### src/rtl/uart_sched_pkg.sv
// Shared state encoding and framing constants for the UART TX scheduler.
package uart_sched_pkg;

    typedef enum logic [2:0] {
        IDLE,
        HDR,
        PAY,
        CR,
        LF
    } sched_state_t;

    localparam logic [7:0] ASCII_CR         = 8'h0D;
    localparam logic [7:0] ASCII_LF         = 8'h0A;
    localparam logic [7:0] DEFAULT_HDR_BASE = 8'h41;

endpackage

### src/rtl/uart_tx_scheduler_rr_arbiter.sv
// Combinational round-robin picker: first requester after 'last', with wrap-around.
module rr_arbiter #(
    parameter int N_REQ = 2,
    parameter int IW    = (N_REQ > 1) ? $clog2(N_REQ) : 1
) (
    input  logic [N_REQ-1:0] req,
    input  logic [IW-1:0]    last,
    output logic [N_REQ-1:0] gnt,
    output logic [IW-1:0]    idx
);

    logic [IW-1:0] cand;

    // Walk from the farthest candidate to the nearest so the nearest set bit wins.
    always_comb begin
        gnt  = '0;
        idx  = '0;
        cand = '0;
        for (int k = N_REQ; k >= 1; k--) begin
            cand = IW'((int'(last) + k) % N_REQ);
            if (req[cand]) begin
                gnt       = '0;
                gnt[cand] = 1'b1;
                idx       = cand;
            end
        end
    end

endmodule

### src/rtl/uart_tx_scheduler.sv
// Shares one UART TX FIFO push port between N_REQ byte streams, framing each
// packet as header, payload, CR, LF and aborting stalled requesters.
module uart_tx_scheduler
    import uart_sched_pkg::*;
#(
    parameter int         N_REQ    = 2,
    parameter logic [7:0] HDR_BASE = DEFAULT_HDR_BASE,
    parameter int         TIMEOUT  = 1_000_000
) (
    input  logic               clk,
    input  logic               reset,
    input  logic [N_REQ-1:0]   req_valid,
    input  logic [8*N_REQ-1:0] req_data,
    input  logic [N_REQ-1:0]   req_last,
    output logic [N_REQ-1:0]   req_ready,
    input  logic               tx_full,
    output logic               tx_push,
    output logic [7:0]         tx_push_data,
    output logic [N_REQ-1:0]   grant,
    output logic               busy,
    output logic               timeout_err
);

    localparam int            IW        = (N_REQ > 1) ? $clog2(N_REQ) : 1;
    localparam int            CW        = $clog2(TIMEOUT + 1);
    localparam logic [CW-1:0] CNT_LIMIT = CW'(TIMEOUT - 1);
    localparam logic [IW-1:0] LAST_INIT = IW'(N_REQ - 1);

    sched_state_t     state, next_state;
    logic [IW-1:0]    gidx, last_ptr, arb_idx;
    logic [N_REQ-1:0] arb_gnt;
    logic [CW-1:0]    cnt;
    logic             own_valid, own_last;
    logic [7:0]       own_data;
    logic             start_pkt, cnt_clear, cnt_inc, abort, pkt_done;

    rr_arbiter #(.N_REQ(N_REQ), .IW(IW)) u_arb (
        .req  (req_valid),
        .last (last_ptr),
        .gnt  (arb_gnt),
        .idx  (arb_idx)
    );

    assign own_valid = req_valid[gidx];
    assign own_last  = req_last[gidx];
    assign own_data  = req_data[{gidx, 3'b000} +: 8];

    always_ff @(posedge clk or negedge reset) begin
        if (!reset) state <= IDLE;
        else        state <= next_state;
    end

    // Pushes only happen while the FIFO has room; a stall in PAY only ages the
    // packet when the owner itself has nothing to offer.
    always_comb begin
        next_state   = state;
        tx_push      = 1'b0;
        tx_push_data = 8'h00;
        req_ready    = '0;
        start_pkt    = 1'b0;
        cnt_clear    = 1'b0;
        cnt_inc      = 1'b0;
        abort        = 1'b0;
        pkt_done     = 1'b0;
        case (state)
            IDLE: begin
                if (|req_valid) begin
                    start_pkt  = 1'b1;
                    next_state = HDR;
                end
            end
            HDR: begin
                if (!tx_full) begin
                    tx_push      = 1'b1;
                    tx_push_data = HDR_BASE + 8'(gidx);
                    cnt_clear    = 1'b1;
                    next_state   = PAY;
                end
            end
            PAY: begin
                req_ready[gidx] = ~tx_full;
                if (own_valid) begin
                    if (!tx_full) begin
                        tx_push      = 1'b1;
                        tx_push_data = own_data;
                        cnt_clear    = 1'b1;
                        if (own_last) next_state = CR;
                    end
                end else if (cnt >= CNT_LIMIT) begin
                    abort      = 1'b1;
                    next_state = CR;
                end else begin
                    cnt_inc = 1'b1;
                end
            end
            CR: begin
                if (!tx_full) begin
                    tx_push      = 1'b1;
                    tx_push_data = ASCII_CR;
                    next_state   = LF;
                end
            end
            LF: begin
                if (!tx_full) begin
                    tx_push      = 1'b1;
                    tx_push_data = ASCII_LF;
                    pkt_done     = 1'b1;
                    next_state   = IDLE;
                end
            end
            default: next_state = IDLE;
        endcase
    end

    always_ff @(posedge clk or negedge reset) begin
        if (!reset) begin
            grant       <= '0;
            gidx        <= '0;
            last_ptr    <= LAST_INIT;
            cnt         <= '0;
            busy        <= 1'b0;
            timeout_err <= 1'b0;
        end else begin
            busy        <= (next_state != IDLE);
            timeout_err <= abort;
            if (start_pkt) begin
                grant <= arb_gnt;
                gidx  <= arb_idx;
            end else if (pkt_done) begin
                grant    <= '0;
                last_ptr <= gidx;
            end
            if (cnt_clear || abort)          cnt <= '0;
            else if (cnt_inc && cnt != '1)   cnt <= cnt + CW'(1);
        end
    end

endmodule
### config.mk
export PLATFORM = sky130hd
export DESIGN_NAME = uart_tx_scheduler
export DESIGN_NICKNAME = d
export VERILOG_FILES = /design/src/rtl/uart_sched_pkg.sv /design/src/rtl/uart_tx_scheduler_rr_arbiter.sv /design/src/rtl/uart_tx_scheduler.sv
export SDC_FILE = /design/constraint.sdc
export NUM_CORES = 1
export LEC_CHECK = 0
export CAP_MARGIN = 20
export CORE_MARGIN = 2
export CORE_UTILIZATION = 40
export DETAILED_ROUTE_END_ITERATION = 7
export GPL_TIMING_DRIVEN = 0
export SLEW_MARGIN = 10
export SYNTH_ARGS = -nofsm -noshare
export SYNTH_HDL_FRONTEND = slang
export SYNTH_SLANG_ARGS = --single-unit
### constraint.sdc
create_clock -name clk -period 3.3 [get_ports clk]
set_clock_uncertainty 0.05 [all_clocks]
set_input_delay 0.33 -clock clk [delete_from_list [all_inputs] [get_ports clk]]
set_output_delay 0.33 -clock clk [all_outputs]
set_load 0.02 [all_outputs]
---- Word level (Yosys, flattened, before mapping) ----
Cells that the tools add are included.
storage, ports and cells
  register bits after elaboration ......... 29
  output and inout port bits .............. 15
  word-level logic and storage cells ...... 90
cells by class
  add/subtract/negate cells ............... 4
  $lt $le $gt $ge ......................... 7
  eq/ne operators ......................... 5
  shift operators ......................... 1
  muxes and demuxes ....................... 51
  bitwise gates (word level) .............. 3
  reduce and logical (&&, ||, !) cells .... 12
operators by type and width
  operator                 count
  $mux W20                 2
  $pmux W8 S4              1
  $mux W1                  24
  $mux W3                  8
  $mux W8                  3
  $add A20 B1 Y20 const B  1
  $ge A20 B20 Y1 const B   1
  $ne A20 B20 Y1 const B   1
  $shiftx A16 B5 Y8        1
  $pmux W3 S5              1
  $mux W2                  5
  $add A7 B1 Y8 const A    1
  $mux W4                  2
  $eq A3 B2 Y1 const B     2
  $lt A1 B2 Y1 const B     3
  $logic_and A1 B1 Y1      4
  $pmux W1 S2              2
  $reduce_bool A2 Y1       2
  $demux W1 S1             3
  $eq A3 B1 Y1 const B     1
  $eq A3 B3 Y1 const B     1
  $ge A1 B1 Y1 const B     3
  $logic_not A3 Y1         1
  $reduce_bool A3 Y1       1
  other kinds (7)          9

---- Logic depth before layout (Yosys ltp) ----
Gate-level depths: netlist of the first run.
  depth after elaboration ................. 8
  depth in mapped cells ................... 7

---- By module ----
A second synthesis of the first run with hierarchy kept.
unflattened totals
  cell total of the unflattened synthesis .. 214
  area total of the unflattened synthesis .. 1841.8 µm²
modules (own cells, without submodules)
  module             times used  cells each  area an instance (µm²)
  uart_tx_scheduler  1           210         1815.5
  rr_arbiter         1           4           26.3

---- Worst setup path before layout of the first run ----
Ideal clock, no wire load.
  path kind ............................... register to output
  from .................................... reg state[1]
  to ...................................... out tx_push_data[0]
  arrival ................................. 2.115 ns
  slack ................................... 0.805 ns
  cell stages (with the launch flop) ...... 7
  cells stage by stage .................... dfrtp_1 clkbuf_1 or3b_2 nor2_1 a21oi_1 or2_2 a31oi_1
between the ends
  cells in the longest elaborated chain, start to end .. 2
  elaborated cells on any way between the ends .. 5
  those cells by class .................... 4 x eq/ne; 1 x mux
RTL lines
  what                                  line                     text
  from (decl)                           uart_tx_scheduler.sv:29  sched_state_t state, next_state;
  from (signal assigned)                uart_tx_scheduler.sv:50  else state <= next_state;
  $eq A3 B3 Y1 (tied with other cells)  uart_tx_scheduler.sv:65  case (state)
  $pmux W8 S4 *                         uart_tx_scheduler.sv:65
  to (decl)                             uart_tx_scheduler.sv:18  output logic [7:0] tx_push_data,
Mark *: on every way between the ends. The rest lies on a longest branch, timed or not.

---- Final worst setup path of the first run ----
  from .................................... reg state[2]
  to ...................................... out tx_push_data[1]
The elaborated chain is that of the path after synthesis.

==> results of run 1 <==
==> path summary, 6_finish.rpt <==
check                         start              end  slack (ns)  cells after the start
min                           reset          cnt[16]        0.02                      1
max reg2reg                 cnt[11]          cnt[11]        0.66                      7
max                        state[2]  tx_push_data[1]        0.32                      6
min reg2reg                 cnt[19]          cnt[19]        0.48                      2
max in group asynchronous     reset          cnt[19]        2.75                      1
min in group clk            cnt[19]          cnt[19]        0.48                      2
==> repair_timing <==
| item | 4_1_cts | 5_1_grt |
|---|---|---|
| gates cloned | 0 | 0 |
| resized for setup | 1 | 2 |
| endpoints found under the setup margin | 2 | 2 |
==> power by group through the flow <==
stage               clock [uW]  combinational [uW]  sequential [uW]
floorplan                    0                 587              586
global placement             0                 870              587
detailed placement           0                 875              589
CTS                        449                 882              583
global route               468                 970              624
finish                     444                 864              600
==> critical path, stage by stage, from the launching register on <==
cell and delay [ns]:
dfrtp_1 0.38, clkbuf_1 0.21, or3b_2 0.56, nor2_4 0.20, nand2_1 0.18, o32ai_1 0.15
clkdlybuf4s50_1 0.66
==> layer usage <==
metal / vias up / track usage / wire length [microns]
li1: 939 / - / -
met1: 901 / 0.3244 / 2668
met2: 45 / 0.3020 / 2323
met3: 5 / 0.03729 / 173
met4: 0 / 0.06173 / 46
met5: - / 0 / 0
==> kinds of logic (layout without fill, tap and decap cells) <==
logic type	count (synthesis)	count (layout)	synth area share
adders and majority gates	1	1	0.006630
DFF	29	29	0.3853
AOI/OAI and AO/OA	50	50	0.1744
and+or+nand+nor	114	114	0.3150
buffers and inverters	19	63	0.04310
xor gates and xnor gates	3	3	0.01393
muxes	11	11	0.06167
==> flip-flops by register name, indices dropped and copies added, names as in the netlist <==
signal,flops
busy,1
cnt,20
grant,2
gidx,1
timeout_err,1
last_ptr,1
state,3
==> cells in the final DEF (no fill, tap or decap), types with 6 or more instances in the layout <==
cell	count
nand4_1	8
a31oi_1	15
or4_1	10
o21ai_0	7
a21oi_1	9
clkdlybuf4s50_1	35
dfrtp_1	28
clkbuf_1	10
nand3_1	23
nor2_1	17
nand2_1	28
mux2i_1	6
==> stage by stage <==
step	area [sq um]	total power (uW)	hold WS [ns]	setup slack [ns]
3_3_place_gp	2322	1457	0.4586	0.2039
3_5_place_dp	2317	1463	0.3536	0.1884
2_1_floorplan	1887	1172	-0.01559	0.8048
6_report	2457	1907	0.01520	0.3151
5_1_grt	2457	2062	0.07666	0.1571
4_1_cts	2454	1913	0.04596	0.01143
==> final cells by class <==
| cell class | instances | area (sq um) |
|---|---|---|
| flip-flops and latches | 29 | 726.9 |
| inverters | 4 | 15.01 |
| plain buffers | 14 | 62.56 |
| well taps | 52 | 65.06 |
| clock inverters | 3 | 65.06 |
| repair buffers | 37 | 367.9 |
| clock buffers | 5 | 68.82 |
| multi-input cells | 179 | 1086 |
| fillers | 437 | 1987 |
==> impl_metrics.csv, run 1 <==
group,metric,value,unit
layout,area_growth,30.24,%
timing,fmax,335.0,MHz
place,numPortBuffers,37,
cts,cts_tree,"yes",
timing,setup_viol,0,
power,power_frac_seq,0.314,
floorplanning,initial_core_util,0.4245,
layout,antenna_cells,0,
timing,period_share,0.9045,
grt,gr-usage-all-layers,0.2115,
timing,finalHoldViolations,0,
cts,cts_htree_levels,2,
critical_path,critPathCaptureType,"output port",
synthesis,async_reset_ff_frac,1.000,
cts,cts_max_path_buffers,2,
critical_path,start_kind,"register",
synthesis,synth-seq-area-share,0.3853,
floorplanning,die_area,5282,sq um
synthesis,synth_edf_count,0,
timing,worstMarginPinSlew,1.013,ns
synthesis,syn_area,1887,sq um
power,p_comb_frac,0.453,
place,dpl.cell_count,316,
synthesis,synth_area_per_cell,8.312,sq um
synthesis,yosysWarnings,0,
synthesis,yosysTopAreaCellShare,0.3714,
synthesis,syn_inst,227,
drt,drc,0,
synthesis,synthTopCellsByCount,"28 x dfrtp_1, 28 x nand2_1, 23 x nand3_1",
synthesis,ys_ff_latch,29,
floorplanning,chipHeight,72.68,microns
synthesis,synthFlopType,"dfrtp_1",
cts,postCtsHoldBufs,0,
power,clkPwrFrac,0.233,
drt,ant_nets,0,
grt,grt_pass1_vias,1799,
floorplanning,ios,38,
place,post-dp-hpwl,3791,microns
power,internal_power,1144,uW
timing,maxSlewViolCount,0,
floorplanning,row_count,24,
synthesis,synthDistinctLibCells,48,
cts,worstSkewPairLatency,0.28,ns
grt,grt_max_degree,30,
drt,vias_per_cell,5.851,
grt,antenna_found_initial,0,
timing,setup_tns,0,ns
drt,drt-total-wl,5213,microns
power,switching_share,0.4004,
layout,final_util,0.5529,
grt,grt_overflow,0,
hold_path,holdCritPathClass,"primary input to asynchronous set/reset pin",
floorplanning,core_area,4444,sq um
cts,cts_root_buffer,"clkbuf_8",
power,power_switching,763.4,uW
drt,wire_per_inst,16.14,microns
cts,numCtsBuffers,5,
timing,min_period,2.985,ns
floorplanning,die_x,72.68,microns
critical_path,critical_path_arrival,2.60,ns
place,gp_congestion,0.8448,
synthesis,yosys.area.top_type,"dfrtp_1",
grt,grt_pass1_wl,8680,microns
timing,rsz0062_at_grt,"no",
critical_path,crit_type,"register to output port",
drt,num_vias,1890,
timing,max-slew-margin-rel,0.3187,
cts,clk_pin_slew,0.07,ns
layout,finalNetCount,294,
status,status,"completed",
cts,cts_setup_buffers,0,
critical_path,critical_path_required,2.92,ns
synthesis,postSynthNetCount,251,
layout,layout-drive-gt1-share,0.08856,
power,powerDensity,776.0,nW/um^2
layout,layoutNonFillerInstCount,323,
critical_path,critPathMaxFanout,10,
job,drv_cap,0,
synthesis,synthTopCellsByArea,"dfrtp_1 37%, nand3_1 6.1%, nand2_1 5.6%",
power,peakVddDrop,0.5410,mV
cts,cts.sinks,29,
power,leakagePower,0.001042,uW
drt,first_pass_iters,4,
drt,drtIter0Drc,170,
No activity file was read; power rests on OpenSTA's default activity.
==> run 2: changes to the inputs <==
--- a/config.mk
+++ b/config.mk
@@ -8,6 +8,7 @@
 export CAP_MARGIN = 20
 export CORE_MARGIN = 2
 export CORE_UTILIZATION = 40
+export CTS_BUF_LIST = sky130_fd_sc_hd__clkbuf_2
 export DETAILED_ROUTE_END_ITERATION = 7
 export GPL_TIMING_DRIVEN = 0
 export SLEW_MARGIN = 10
==> constraint.sdc (replaced) <==
create_clock -name clk -period 2.9 [get_ports clk]
set_clock_uncertainty 0.05 [all_clocks]
set_input_delay 0.29 -clock clk [delete_from_list [all_inputs] [get_ports clk]]
set_output_delay 0.29 -clock clk [all_outputs]
set_load 0.02 [all_outputs]
==> run 2 against run 1 <==
Effect of this change: final area down 2.1%; die area unchanged; global-route usage down 0.23 points; count of clock-buffer cells in the layout did not move; critical endpoint is now tx_push_data[0]; first-iteration DRC count decreased by 0.59%; setup slack lost 0.22 ns; wire length shrank 1.6%; sequential share of layout area up 0.63 points; combinational power rose by 11%; cell count grew 0.31%; sequential cell count is the same; worst hold slack better by 0.39 ns; largest cell class unchanged.
==> impl_metrics.csv, run 2 (synthesized netlist as in run 1, its figures left out) <==
group,metric,value,unit
cts,cts_tree,"yes",
cts,cts_htree_levels,2,
cts,cts_root_buffer,"clkbuf_2",
drt,drt-total-wl,5130,microns
timing,setup_viol,0,
cts,worstSkewPairLatency,0.37,ns
drt,vias_per_cell,5.762,
critical_path,path_cells,"clkbuf_1 -> or3b_2 -> nor2_4 -> a21oi_1 -> or2_2 -> a31oi_1 -> clkbuf_2",
timing,max-slew-margin-rel,0.3617,
power,p_comb_frac,0.474,
place,gp_congestion,0.8448,
timing,hold_ws,0.4032,ns
job,drv_cap,0,
power,powerDensity,841.4,nW/um^2
critical_path,start_kind,"register",
layout,fillers,442,
critical_path,critical_path_required,2.56,ns
floorplanning,chipHeight,72.68,microns
grt,grt_pass1_wl,8652,microns
power,switching_share,0.4237,
layout,antenna_cells,0,
drt,drc,0,
floorplanning,core_area,4444,sq um
grt,grt_overflow,0,
grt,antenna_found_initial,0,
cts,numCtsBuffers,5,
critical_path,critPathCaptureType,"output port",
timing,finalHoldViolations,0,
drt,num_vias,1867,
timing,worstMarginPinSlew,0.9487,ns
power,clkPwrFrac,0.189,
drt,first_pass_iters,4,
power,power_switching,857.8,uW
timing,fmax,357.1,MHz
timing,rsz0062_at_grt,"yes",
timing,period_share,0.9658,
critical_path,critPathMaxFanout,10,
hold_path,holdCritPathClass,"primary input to asynchronous set/reset pin",
timing,maxSlewViolCount,0,
critical_path,worst_path_largest_cell_delay,0.55,ns
critical_path,crit_type,"register to output port",
layout,area_growth,27.52,%
layout,layout-drive-gt1-share,0.09559,
power,power_frac_seq,0.336,
cts,clk_pin_slew,0.17,ns
cts,cts.sinks,29,
floorplanning,die_area,5282,sq um
power,leakagePower,0.001059,uW
drt,ant_nets,0,
layout,regMostFlops,"cnt",
layout,largestRegisters,"cnt: 20 flops, state: 3 flops, grant: 2 flops",
place,post-dp-hpwl,3791,microns
cts,cts_setup_buffers,0,
power,internal_power,1167,uW
drt,wire_per_inst,15.83,microns
cts,cts_max_path_buffers,2,
power,fin_total_pwr,2024,uW
floorplanning,initial_core_util,0.4245,
place,numPortBuffers,37,
floorplanning,die_x,72.68,microns
critical_path,critical_path_arrival,2.46,ns
power,peakVddDrop,0.4818,mV
floorplanning,row_count,24,
status,status,"completed",
drt,drtIter0Drc,169,
grt,grt_max_degree,30,
layout,largest_reg_flops,20,
critical_path,slowest_stage,"or3b_2",
layout,layout_common_cells,"28 x nand2_1, 28 x dfrtp_1, 27 x clkdlybuf4s50_1",
timing,min_period,2.801,ns
layout,finalNetCount,295,
floorplanning,ios,38,
grt,grt_pass1_vias,1792,
grt,gr-usage-all-layers,0.2092,
run 2: cell types whose count changed in the layout (fill, tap and decap cells not counted), sizes merged:
cell | before | now
buf | 5 | 6
clkbuf | 15 | 16
clkdlybuf4s50 | 35 | 27
dlygate4sd2 | 0 | 6
dlygate4sd3 | 0 | 1
run 2: repair_timing:
| item | 4_1_cts | 5_1_grt |
|---|---|---|
| resized for setup | 11 | 7 |
| hold endpoints to repair | 28 | 0 |
| hold buffers | 1 | 0 |
| endpoints found under the setup margin | 9 | 5 |
run 2: path summary, 6_finish.rpt:
check	slack, ns	depth (start not counted)	endpoint	start
setup reg to reg	0.28	7	cnt[11]	cnt[11]
setup / recovery	0.1	7	tx_push_data[0]	state[2]
max in group asynchronous	1.95	2	cnt[19]	reset
min in group clk	0.49	2	cnt[19]	cnt[19]
hold reg to reg	0.49	2	cnt[19]	cnt[19]
hold / removal	0.40	2	cnt[16]	reset
run 2: area by class of cell:
class,instances,area (sq um),area share
Buffer,14,62.56,0.02600
Tap cell,52,65.06,0.02704
Clock inverter,3,65.06,0.02704
Sequential cell,29,726.9,0.3021
Multi-Input combinational cell,179,1086,0.4514
Timing Repair Buffer,38,360.3,0.1498
Clock buffer,5,25.02,0.01040
Inverter,4,15.01,0.006240
run 2: stage by stage:
| step | instances | instance area [sq um] | setup TNS, ns | worst slack, ns | util |
|---|---|---|---|---|---|
| after floorplan | 227 | 1887 | 0 | 0.4448 | - |
| after global placement | 316 | 2322 | -0.2060 | -0.1561 | 0.5225 |
| after detailed placement | 316 | 2317 | -0.2647 | -0.1716 | 0.5214 |
| after CTS | 324 | 2412 | -0.03912 | -0.03912 | 0.5428 |
| after global routing | 324 | 2406 | -0.1098 | -0.09064 | 0.5414 |
| final | 324 | 2406 | 0 | 0.09931 | 0.5414 |
run 2: worst max-delay path: cells and delay by family (launching register included):
kind	cells	cell delay, ns
and+or+nand+nor	3	1.03
DFF	1	0.41
buffers and inverters	2	0.39
AOI/OAI and AO/OA	2	0.25
run 2: power by group through the flow:
stage | registers (uW) | logic, uW | clock network [uW]
after CTS | 678 | 968 | 390
after global placement | 668 | 990 | 0
final | 681 | 960 | 384
after detailed placement | 670 | 995 | 0
after global routing | 708 | 1080 | 411
after floorplan | 666 | 667 | 0
run 2: per-layer routing:
layer | global-route usage | vias up | wire [microns] | share of wire
li1 | - | 944 | - | -
met1 | 0.3226 | 887 | 2652 | 0.52
met2 | 0.3020 | 32 | 2291 | 0.45
met3 | 0.03729 | 4 | 148 | 0.029
met4 | 0.04938 | 0 | 37 | 0.0072
met5 | 0 | - | 0 | 0
==> variant 1: new RTL, flow settings as in run 1 <==
The output `timeout_err` loses its register stage (`timeout_err` becomes a continuous assignment).
--- a/src/rtl/uart_tx_scheduler.sv
+++ b/src/rtl/uart_tx_scheduler.sv
@@ -121,6 +121,4 @@
             busy        <= 1'b0;
-            timeout_err <= 1'b0;
         end else begin
             busy        <= (next_state != IDLE);
-            timeout_err <= abort;
             if (start_pkt) begin
@@ -137,2 +135,4 @@
 
+    assign timeout_err = abort;
+
 endmodule
Check against the original RTL: same outputs for any inputs over 10 cycles, from zero or initial values and one cycle with reset low; that may be too few to reach the edited logic, so the function may still have changed.
==> variant 1 against run 1 <==
  * Global-route usage down 1.0 points
  * Power shrank 17%
  * Combinational power fell by 6.5%
  * Design area decreased by 1.8%
  * Routed wire length is 8.5% lower
  * Area after synthesis increased by 0.86%
  * Sequential cell count shrank 1
  * Worst hold slack worse by 0.0039 ns
  * Worst setup slack lost 0.0027 ns
  * Sequential power shrank 18%
  * Register-to-register slack better by 0.35 ns
==> variant 1: results (changes against run 1) <==
worst_setup_path:
  reg2reg_to: "cnt[18]"
  reg2reg_depth: 6  # -1
  cp.arrival_ns: 2.61  # about the same
  cp_max_fo: 5  # -5
  rrSetupSlack_ns: 1.01  # +0.35 ns
  cp_slowest_stage_delay_ns: 0.63  # -0.03 ns
  crit_path_end: "tx_push_data[0]"
global_route:
  grt_pass1_vias: 1764  # -1.9%
  grt_max_degree: 29  # -3.3%
  grt_pass1_wl_um: 8490  # -2.2%
  grt_use_total: 0.201  # -0.0105
  grt_use_met3: 0.0401  # +0.00276
  gr-usage-met1: 0.290  # -0.0345
routing:
  wl_met3_um: 202  # +17%
  dr.pass1.iters: 5  # +1
placement:
  dp_cells: 311  # -1.6%
  hpwl_um: 3520  # -7.3%
  post-place-ws_ns: 0.146  # -0.0428 ns
  place.gp.congestion: 0.775  # -8.3%
  placed_area_um2: 2340  # +0.81%
synthesis:
  muxShareOfSynthArea: 0.0690  # +0.00736
  synth_cell_types: 53  # +10%
  synth-adder-area-share: 0.00657  # -0.0000567
  synthXorXnorAreaFrac: 0.0276  # +0.0137
  syn_avg_cell_area_um2: 8.65  # +4.1%
  synth_common_cells: "dfrtp_1 (27), nand2_1 (20), nor2_1 (20), a21oi_1 (19), o21ai_0 (11)"
  synthTopCellsByArea: "dfrtp_1 (36%), a21oi_1 (5.0%), nand2_1 (3.9%), nor2_1 (3.9%), mux2i_1 (3.2%)"
  synth_nets: 244  # -2.8%
  ys_seq_area_frac: 0.369  # -0.0164
sta:
  worst_slack_ns: 0.312  # -0.00270 ns
  worstMarginPinSlew_ns: 0.695  # -0.317 ns
  timing.hold.ws_ns: 0.0113  # -0.00393 ns
pwr:
  peakVddDrop_mv: 0.441  # -18%
  total_leakage_power_uw: 0.000922  # -12%
layout:
  fillCellCount: 459  # +5.0%
  drive_gt1_frac: 0.107  # +0.0187
  fin_nets: 286  # -2.7%
clocking:
  h-tree-depth: 1  # -1
  cts_buffers: 3  # -2
outcome:
  outcome: "complete, no violations"
## variant 1: cell families after synthesis
kind of cell / Yosys count
and+or+nand+nor: 101
DFF: 28
xor gates and xnor gates: 6
muxes: 12
buffers and inverters: 15
adders and majority gates: 1
AOI/OAI and AO/OA: 57
## variant 1: repair_timing
item / in CTS / in global routing
setup buffers: 0 / 0
gates resized for setup: 0 / 1
hold buffers: 0 / 0
endpoints found under the setup margin: 0 / 1
## variant 1: cell type report
cell class / count / area (um2) / area share
clock inverters: 1 / 30.0 / 0.0124
repair buffers: 37 / 365 / 0.151
plain buffers: 13 / 66.3 / 0.0275
flip-flops and latches: 28 / 702 / 0.291
clock buffers: 3 / 41.3 / 0.0171
multi-input cells: 177 / 1130 / 0.470
inverters: 2 / 7.51 / 0.00311
well taps: 54 / 67.6 / 0.0280
## variant 1: report_power, final
part | internal [uW] | switching (uW)
registers | 423 | 70.7
logic | 358 | 451
clock network | 163 | 117
total | 944 | 638
==> variant 2: new RTL, settings of run 1 <==
Without the edit above. `N_REQ` is set to 2 in 2 places; all go to 4.
--- a/src/rtl/uart_tx_scheduler_rr_arbiter.sv
+++ b/src/rtl/uart_tx_scheduler_rr_arbiter.sv
@@ -2,3 +2,3 @@
 module rr_arbiter #(
-    parameter int N_REQ = 2,
+    parameter int N_REQ = 4,
     parameter int IW    = (N_REQ > 1) ? $clog2(N_REQ) : 1
--- a/src/rtl/uart_tx_scheduler.sv
+++ b/src/rtl/uart_tx_scheduler.sv
@@ -5,3 +5,3 @@
 #(
-    parameter int         N_REQ    = 2,
+    parameter int         N_REQ    = 4,
     parameter logic [7:0] HDR_BASE = DEFAULT_HDR_BASE,
Ports: changed (5 resized); port bits go from 38 to 62. The function was not compared with the original's and may differ.
==> variant 2 against run 1 <==
  * Design area grew 43%
  * Sequential power up 12%
  * Combinational power increased by 84%
  * Sequential cell count is 4 higher
  * Count of clock-buffer cells in the layout is the same
  * Power is 43% higher
  * Area after synthesis is 43% higher
  * Worst setup slack worse by 0.066 ns
  * Routed wire length is 44% higher
  * Via count up 43%
  * Critical path depth unchanged
  * Utilization shrank 0.78 points
  * Synthesized cell count grew 41%
  * Critical path type unchanged
  * Critical endpoint unchanged
==> variant 2: results (changes against run 1) <==
outcome:
  outcome: "complete, no violations"
layout:
  n_antenna_cell: 0  # unchanged
  drive_gt1_frac: 0.0902  # +0.00165
  top_regs: "cnt: 20 flops, grant: 4 flops, state: 3 flops"
  fillCellCount: 615  # +41%
  fin_nets: 443  # +51%
worst_setup_path:
  reg2reg_to: "grant[3]"
  cp_max_fo: 10  # unchanged
  reg2reg_depth: 8  # +1
  timing.rr.start: "last_ptr[0]"
  crit_path_start: "gidx[1]"
  cp.arrival_ns: 2.67  # +0.07 ns
synthesis:
  ys_seq_area_frac: 0.306  # -0.0788
  synth_nets: 377  # +50%
  synthTopCellsByArea: "dfrtp_1 (29%), mux4_2 (11%), ha_1 (6.0%), nand2_1 (5.0%), a21oi_1 (4.6%)"
  synth_common_cells: "nand2_1 (36), dfrtp_1 (31), a21oi_1 (25), nand3_1 (21), nor2_1 (21)"
  synth_cell_types: 46  # -4.2%
  yosys_warnings: 0  # unchanged
  async_flop_share: 1.00  # unchanged
routing:
  routed_wl_um: 7500  # +44%
  ant_nets: 0  # unchanged
  top_layer: "met4"
  route.detailed.drc: 0  # unchanged
  m1WireLength_um: 3360  # +26%
  met2WireLength_um: 3620  # +56%
  via_count: 2705  # +43%
  wl_met3_um: 461  # +170%
  dr.pass1.iters: 4  # unchanged
  first_iter_violations: 166  # -2.4%
pwr:
  peakVddDrop_mv: 0.303  # -44%
  total_leakage_power_uw: 0.00136  # +31%
global_route:
  grt_pass1_vias: 2763  # +54%
  grt_pass1_wl_um: 13100  # +51%
  antenna_found_initial: 0  # unchanged
  gr-usage-met1: 0.288  # -0.0362
  grt_use_total: 0.219  # +0.00722
  grt_use_met2: 0.369  # +0.0673
  grt_use_met3: 0.0486  # +0.0113
  grt_max_degree: 34  # +13%
placement:
  numPortBuffers: 59  # +59%
  post-place-ws_ns: 0.336  # +0.148 ns
  hpwl_um: 5540  # +46%
  place.gp.congestion: 0.931  # +10%
sta:
  worstMarginPinSlew_ns: 0.752  # -0.261 ns
clocking:
  cts_resized: 0  # -1
  postCtsSetupBuffers: 0  # unchanged
  clk_pin_slew_worst_paths_ns: 0.08
  h-tree-depth: 2  # unchanged
  cts_buffers: 5  # unchanged
worst_hold_path:
  hold_path_class: "in -> async"
==> variant 2: stage by stage <==
stage,area [um2],hold WS [ns],util,std cells
final,3520,0.0553,0.545,465
after global routing,3520,0.118,0.545,465
after CTS,3520,0.0699,0.545,465
after detailed placement,3380,0.390,0.524,457
after global placement,3390,0.461,0.525,457
after floorplan,2700,-0.0156,-,321
==> variant 2: cell families (layout without fill, tap and decap cells) <==
family                   Yosys count  in the layout  synth area share
AO/OA/AOI/OAI                     88             88             0.208
XOR/XNOR                           1              1           0.00324
adder cells (fa/ha/maj)           13             13            0.0602
buffers and inverters             43            110            0.0685
flip-flops                        33             33             0.306
multiplexers                      15             15             0.116
AND/OR/NAND/NOR                  128            128             0.237
==> variant 2: critical path: stages (launching register included) <==
cell and delay [ns]:
dfrtp_1 0.45, buf_1 0.46, inv_1 0.17, ha_1 0.32, a21oi_1 0.05, o32ai_1 0.27, clkdlybuf4s50_1 0.66
==> variant 2: area by class of cell <==
| cell class | count | area share |
|---|---|---|
| clock inverters | 3 | 0.0185 |
| repair buffers | 59 | 0.166 |
| clock buffers | 5 | 0.0195 |
| multi-input cells | 245 | 0.480 |
| plain buffers | 25 | 0.0334 |
| flip-flops and latches | 33 | 0.235 |
| inverters | 18 | 0.0192 |
| well taps | 77 | 0.0274 |
==> variant 2: worst max-delay path by stage <==
| stage | to | slack [ns] | cells after the start |
|---|---|---|---|
| after detailed placement | grant[3] | 0.34 | 8 |
| after global routing | grant[3] | 0.03 | 8 |
| after floorplan | grant[0] | 0.80 | 7 |
| final | tx_push_data[1] | 0.25 | 6 |
| after global placement | grant[0] | 0.40 | 8 |
| after CTS | tx_push_data[2] | 0.12 | 6 |
==> variant 2: report_power, final <==
group          switching, uW  internal (uW)
sequential               132            540
combinational            889            705
clock                    160            300
